$ cat config.mk
export PLATFORM = sky130hd
export DESIGN_NAME = fpadd_wb_stage
export DESIGN_NICKNAME = d
export VERILOG_FILES = /design/src/rtl/fpadd_pkg.sv /design/src/rtl/fpadd_wb_fifo.sv /design/src/rtl/fpadd_wb_stage.sv
export SDC_FILE = /design/constraint.sdc
export NUM_CORES = 1
export LEC_CHECK = 0
export CORE_ASPECT_RATIO = 0.9
export CORE_MARGIN = 3
export CORE_UTILIZATION = 53
export DETAILED_ROUTE_END_ITERATION = 7
export PLACE_DENSITY = 0.8
export SLEW_MARGIN = 20
export SYNTH_ARGS = -nofsm -noshare
export SYNTH_HDL_FRONTEND = slang
export SYNTH_SLANG_ARGS = --single-unit
$ cat constraint.sdc
create_clock -name clk -period 12.12 [get_ports clk]
set_input_delay 1.212 -clock clk [delete_from_list [all_inputs] [get_ports clk]]
set_output_delay 1.212 -clock clk [all_outputs]
set_load 0.1 [all_outputs]
$ cat src/rtl/fpadd_pkg.sv
// Shared types and constants for the fpadd writeback path.
// The entry layout here is the default FIFO payload when TAG_W matches DEF_TAG_W.
package fpadd_pkg;

  localparam int          FLAG_W    = 5;
  localparam int          DEF_TAG_W = 5;
  localparam logic        P_DOUBLE  = 1'b0;
  localparam logic        P_SINGLE  = 1'b1;
  localparam logic [31:0] NANBOX_HI = 32'hFFFF_FFFF;

  typedef struct packed {
    logic [63:0]          res;
    logic [FLAG_W-1:0]    flags;
    logic                 denorm;
    logic [DEF_TAG_W-1:0] tag;
  } fp_wb_entry_t;

  // Single-precision results live in the low word with the upper word all-ones.
  function automatic logic [63:0] nanbox(input logic p, input logic [63:0] r);
    logic [63:0] v;
    v = r;
    case (p)
      P_SINGLE: v = {NANBOX_HI, r[31:0]};
      P_DOUBLE: v = r;
      default:  v = r;
    endcase
    return v;
  endfunction

endpackage

$ cat src/rtl/fpadd_wb_fifo.sv
// Registered DEPTH-entry FIFO with extra-MSB pointers for full/empty.
// When empty, the read port keeps presenting the last popped entry.
module fpadd_wb_fifo
  import fpadd_pkg::*;
#(
  parameter int  DEPTH   = 2,
  parameter type entry_t = fp_wb_entry_t
) (
  input  logic   clk,
  input  logic   reset,
  input  logic   push,
  input  entry_t wdata,
  input  logic   pop,
  output entry_t rdata,
  output logic   full,
  output logic   empty
);

  localparam int AW = $clog2(DEPTH);
  localparam int PW = AW + 1;

  entry_t        mem [DEPTH];
  entry_t        last_q;
  logic [PW-1:0] wr_ptr, rd_ptr;
  logic          do_push, do_pop;

  assign empty   = (wr_ptr == rd_ptr);
  assign full    = (wr_ptr[AW] != rd_ptr[AW]) && (wr_ptr[AW-1:0] == rd_ptr[AW-1:0]);
  assign do_push = push & ~full;
  assign do_pop  = pop & ~empty;
  assign rdata   = empty ? last_q : mem[rd_ptr[AW-1:0]];

  always_ff @(posedge clk or posedge reset) begin
    if (reset) begin
      wr_ptr <= '0;
      rd_ptr <= '0;
      last_q <= '0;
      for (int i = 0; i < DEPTH; i++) mem[i] <= '0;
    end else begin
      if (do_push) begin
        mem[wr_ptr[AW-1:0]] <= wdata;
        wr_ptr              <= wr_ptr + PW'(1);
      end
      if (do_pop) begin
        last_q <= mem[rd_ptr[AW-1:0]];
        rd_ptr <= rd_ptr + PW'(1);
      end
    end
  end

endmodule

$ cat src/rtl/fpadd_wb_stage.sv
// Writeback buffer behind the combinational fpadd: NaN-boxes singles on entry,
// and on commit accumulates sticky fflags plus saturating op/denorm counters.
module fpadd_wb_stage
  import fpadd_pkg::*;
#(
  parameter int DEPTH = 2,
  parameter int TAG_W = 5,
  parameter int CNT_W = 32
) (
  input  logic             clk,
  input  logic             reset,
  input  logic             in_valid,
  output logic             in_ready,
  input  logic [63:0]      in_result,
  input  logic [4:0]       in_flags,
  input  logic             in_denorm,
  input  logic             in_p,
  input  logic [TAG_W-1:0] in_tag,
  output logic             out_valid,
  input  logic             out_ready,
  output logic [63:0]      out_result,
  output logic [4:0]       out_flags,
  output logic             out_denorm,
  output logic [TAG_W-1:0] out_tag,
  input  logic             fflags_clr,
  output logic [4:0]       fflags,
  output logic [CNT_W-1:0] op_count,
  output logic [CNT_W-1:0] dn_count
);

  // Same layout as fp_wb_entry_t, but sized by this instance's TAG_W.
  typedef struct packed {
    logic [63:0]       res;
    logic [FLAG_W-1:0] flags;
    logic              denorm;
    logic [TAG_W-1:0]  tag;
  } entry_t;

  entry_t wdata, head;
  logic   full, empty, push, pop;

  assign in_ready  = ~full;
  assign out_valid = ~empty;
  assign push      = in_valid & in_ready;
  assign pop       = out_valid & out_ready;

  always_comb begin
    wdata        = '0;
    wdata.res    = nanbox(in_p, in_result);
    wdata.flags  = in_flags;
    wdata.denorm = in_denorm;
    wdata.tag    = in_tag;
  end

  fpadd_wb_fifo #(
    .DEPTH   (DEPTH),
    .entry_t (entry_t)
  ) u_fifo (
    .clk   (clk),
    .reset (reset),
    .push  (push),
    .wdata (wdata),
    .pop   (pop),
    .rdata (head),
    .full  (full),
    .empty (empty)
  );

  assign out_result = head.res;
  assign out_flags  = head.flags;
  assign out_denorm = head.denorm;
  assign out_tag    = head.tag;

  // A clear racing a commit keeps the committed flags.
  always_ff @(posedge clk or posedge reset) begin
    if (reset) begin
      fflags   <= '0;
      op_count <= '0;
      dn_count <= '0;
    end else begin
      fflags <= (fflags_clr ? 5'b0 : fflags) | (pop ? head.flags : 5'b0);
      if (pop && (op_count != '1))
        op_count <= op_count + CNT_W'(1);
      if (pop && head.denorm && (dn_count != '1))
        dn_count <= dn_count + CNT_W'(1);
    end
  end

endmodule

==> flow_summary.toml <==
[run_status]
outcome = "complete, no violations"

[routing]
firstDrtPassIters = 7
wirelength_mm = 30.7
antenna_left = 0
wl_per_cell_um = 17.2
remaining_drc_errors = 0
drt-vias-per-instance = 5.57
vias = 9930
first_iter_violations = 837

[clock_network]
clk_path_buf_depth = 3
clock-root-buffer = "clkbuf_16"
cts_setup_buffers = 0
cts_buffers = 31
clock_latency_ps = 550
cts_sinks = 298
htreeDepth = 1
ctsHoldBuffers = 0
cts_resized = 0
cts_tree = "built"
clkTransAtPathRegs_ps = 60

[global_routing]
overflow = 0
grt_usage_pct = 23.0
antenna_found_initial = 4
grt_start_max_net_pins = 153
grt_pass1_wl_mm = 50.6
first_global_vias = 9905

[sta]
finalHoldViolCount = 0
worst_pin_slew_ps = 1110
tns_ps = 0
maxSlewViolCount = 0
fin_worst_skew_ps = 11.2
fmax_mhz = 179
slew_headroom_pct = 25.9
setup_viol = 0
rsz0062_at_grt = "no"
fin_crit_sh_pct = 46.1
period_needed_ps = 5580

[synth]
ys_seq_area_share_pct = 56.7
netlist_area_mm2 = 0.0131
avgSynthCellArea_um2 = 10.5
ys_ff_latch = 298
netlist_instances = 1257
yosysWarnings = 0
ys_types = 39
synth_nets = 1340

[final_layout]
n_fill_cell = 1853
multiInputGateArea_mm2 = 0.00538
seq_area_mm2 = 0.00746
drive_gt1_share_pct = 10.5
antenna_cells = 0
mostFrequentLayoutCell = "dfrtp_1"
nets = 1535
layout_common_cells = "dfrtp_1, clkdlybuf4s50_1, nand2_1"
areaGrowthSynthToFinish_pct = 27.0

[worst_hold_path]
hold_path.startpoint = "u_fifo.mem[133]"
hold_end = "u_fifo.mem[133]"
hp-class = "reg2reg"
worstHoldPathCells = 2

[floorplanning]
core-area_mm2 = 0.0243
dieArea_mm2 = 0.0267
die_y_um = 155
rows = 54
die_x_um = 172
start_util_pct = 54.0
ioPinCount = 227

[setup_path]
reg2reg_slack_ps = 8070
reg2reg_depth = 6
crit_required_ps = 10910
crit_chain = "xnor2_1 -> nand2_4 -> buf_4 -> nor2_1 -> a21oi_1 -> clkdlybuf4s50_1"
critPathMaxFanout = 99
crit_type = "reg2out"
endpoint_kind = "output port"
cpPeakStageDelay_ps = 1180
r2r-end = "u_fifo.mem[77]"
slowest_stage = "clkdlybuf4s50_1"
cp-start-kind = "register"
arrival_ps = 4370
rr_startpoint = "u_fifo.rd_ptr[0]"

[placement]
portBuffers = 226
gp_congestion = 0.869
place_hpwl_mm = 20.1

[job]
maxCapViolCount = 0
cell usage after synthesis:
cell / count / area, um^2
nor4b_1: 1 / 8.76
and2_1: 2 / 12.5
or3_1: 4 / 25.0
o21ai_0: 139 / 696
a21oi_1: 76 / 380
a311oi_2: 1 / 15.0
o2111ai_1: 1 / 8.76
inv_1: 16 / 60.1
or4_1: 3 / 22.5
or2_2: 3 / 18.8
a21o_1: 1 / 7.51
nand4_1: 22 / 138
clkbuf_1: 61 / 229
and4_1: 5 / 43.8
nor3_2: 1 / 10.0
buf_2: 4 / 20.0
o211ai_1: 1 / 7.51
xnor2_1: 31 / 272
a211oi_2: 1 / 12.5
xor2_1: 36 / 315
nor4_1: 11 / 68.8
nand2b_1: 4 / 25.0
nor3b_1: 2 / 15.0
o311ai_1: 1 / 8.76
mux2i_1: 76 / 761
dfrtp_1: 298 / 7460
nor2_1: 134 / 503
buf_1: 8 / 30.0
o22ai_1: 5 / 31.3
ha_1: 2 / 25.0
o21ai_1: 1 / 5.00
a2111o_1: 2 / 22.5
a311o_1: 1 / 10.0
nor3_1: 19 / 95.1
nand3_1: 24 / 120
nand2_1: 161 / 604
and3_1: 10 / 62.6
a31oi_1: 1 / 6.26
mux2_2: 88 / 991
critical path: cells and delay by family, from the launching register on:
kind	cells	cell delay (ps)
buffers and inverters	2	1980
DFF	1	640
and+or+nand+nor	2	550
xor gates and xnor gates	1	280
AOI/OAI and AO/OA	1	230
how the worst max path moves through the flow:
| stage | startpoint | endpoint | depth (start not counted) |
|---|---|---|---|
| 2_1_floorplan | reset | dn_count[0] | 1 |
| 3_3_place_gp | u_fifo.rd_ptr[0] | out_denorm | 6 |
| 3_5_place_dp | u_fifo.rd_ptr[0] | out_denorm | 6 |
| 4_1_cts | u_fifo.rd_ptr[0] | out_result[14] | 6 |
| 5_1_grt | u_fifo.rd_ptr[0] | out_tag[1] | 6 |
| 6_report | u_fifo.rd_ptr[0] | out_result[32] | 6 |
per-stage QoR:
| stage | setup slack (ps) | hold WS (ps) | utilization, % | std cells | instance area, um^2 |
|---|---|---|---|---|---|
| 2_1_floorplan | 2680 | 449 | - | 1257 | 13100 |
| 3_3_place_gp | 7190 | 461 | 64.2 | 1727 | 15600 |
| 3_5_place_dp | 7180 | 469 | 64.2 | 1727 | 15600 |
| 4_1_cts | 6530 | 482 | 68.6 | 1784 | 16700 |
| 5_1_grt | 6310 | 500 | 68.6 | 1784 | 16700 |
| 6_report | 6540 | 479 | 68.6 | 1784 | 16700 |
routing by layer:
| layer | part of all wire, % | GRT usage [%] | routed length [um] | vias to the layer above |
|---|---|---|---|---|
| met2 | 47 | 37.1 | 14400 | 249 |
| li1 | - | - | - | 4715 |
| met4 | 1.9 | 4.48 | 580 | 8 |
| met1 | 45 | 32.4 | 13700 | 4908 |
| met5 | 0.17 | 0 | 53 | - |
| met3 | 6.1 | 5.51 | 1870 | 50 |
final cells by class:
type | count | area share, %
inverters | 16 | 0.435
flip-flops and latches | 298 | 44.7
multi-input cells | 870 | 32.2
clock buffers | 44 | 5.12
well taps | 308 | 2.31
clock inverters | 13 | 1.24
repair buffers | 235 | 14.0
cells by family after synthesis:
kind of cell	count (synthesis)	synth area share (%)
xor gates and xnor gates	67	4.46
AOI/OAI and AO/OA	231	9.21
DFF	298	56.7
and+or+nand+nor	406	13.5
muxes	164	13.3
adders and majority gates	2	0.190
buffers and inverters	89	2.58
state kept, by name, indices dropped and copies added, names as in the netlist:
| name | cells |
|---|---|
| op_count | 32 |
| dn_count | 32 |
| u_fifo.rd_ptr | 2 |
| u_fifo.mem | 150 |
| fflags | 5 |
| u_fifo.last_q | 75 |
| u_fifo.wr_ptr | 2 |
Power is left out: the tool's default activity adds up to more than one toggle a clock period on the data nets, which glitch-free logic cannot reach.
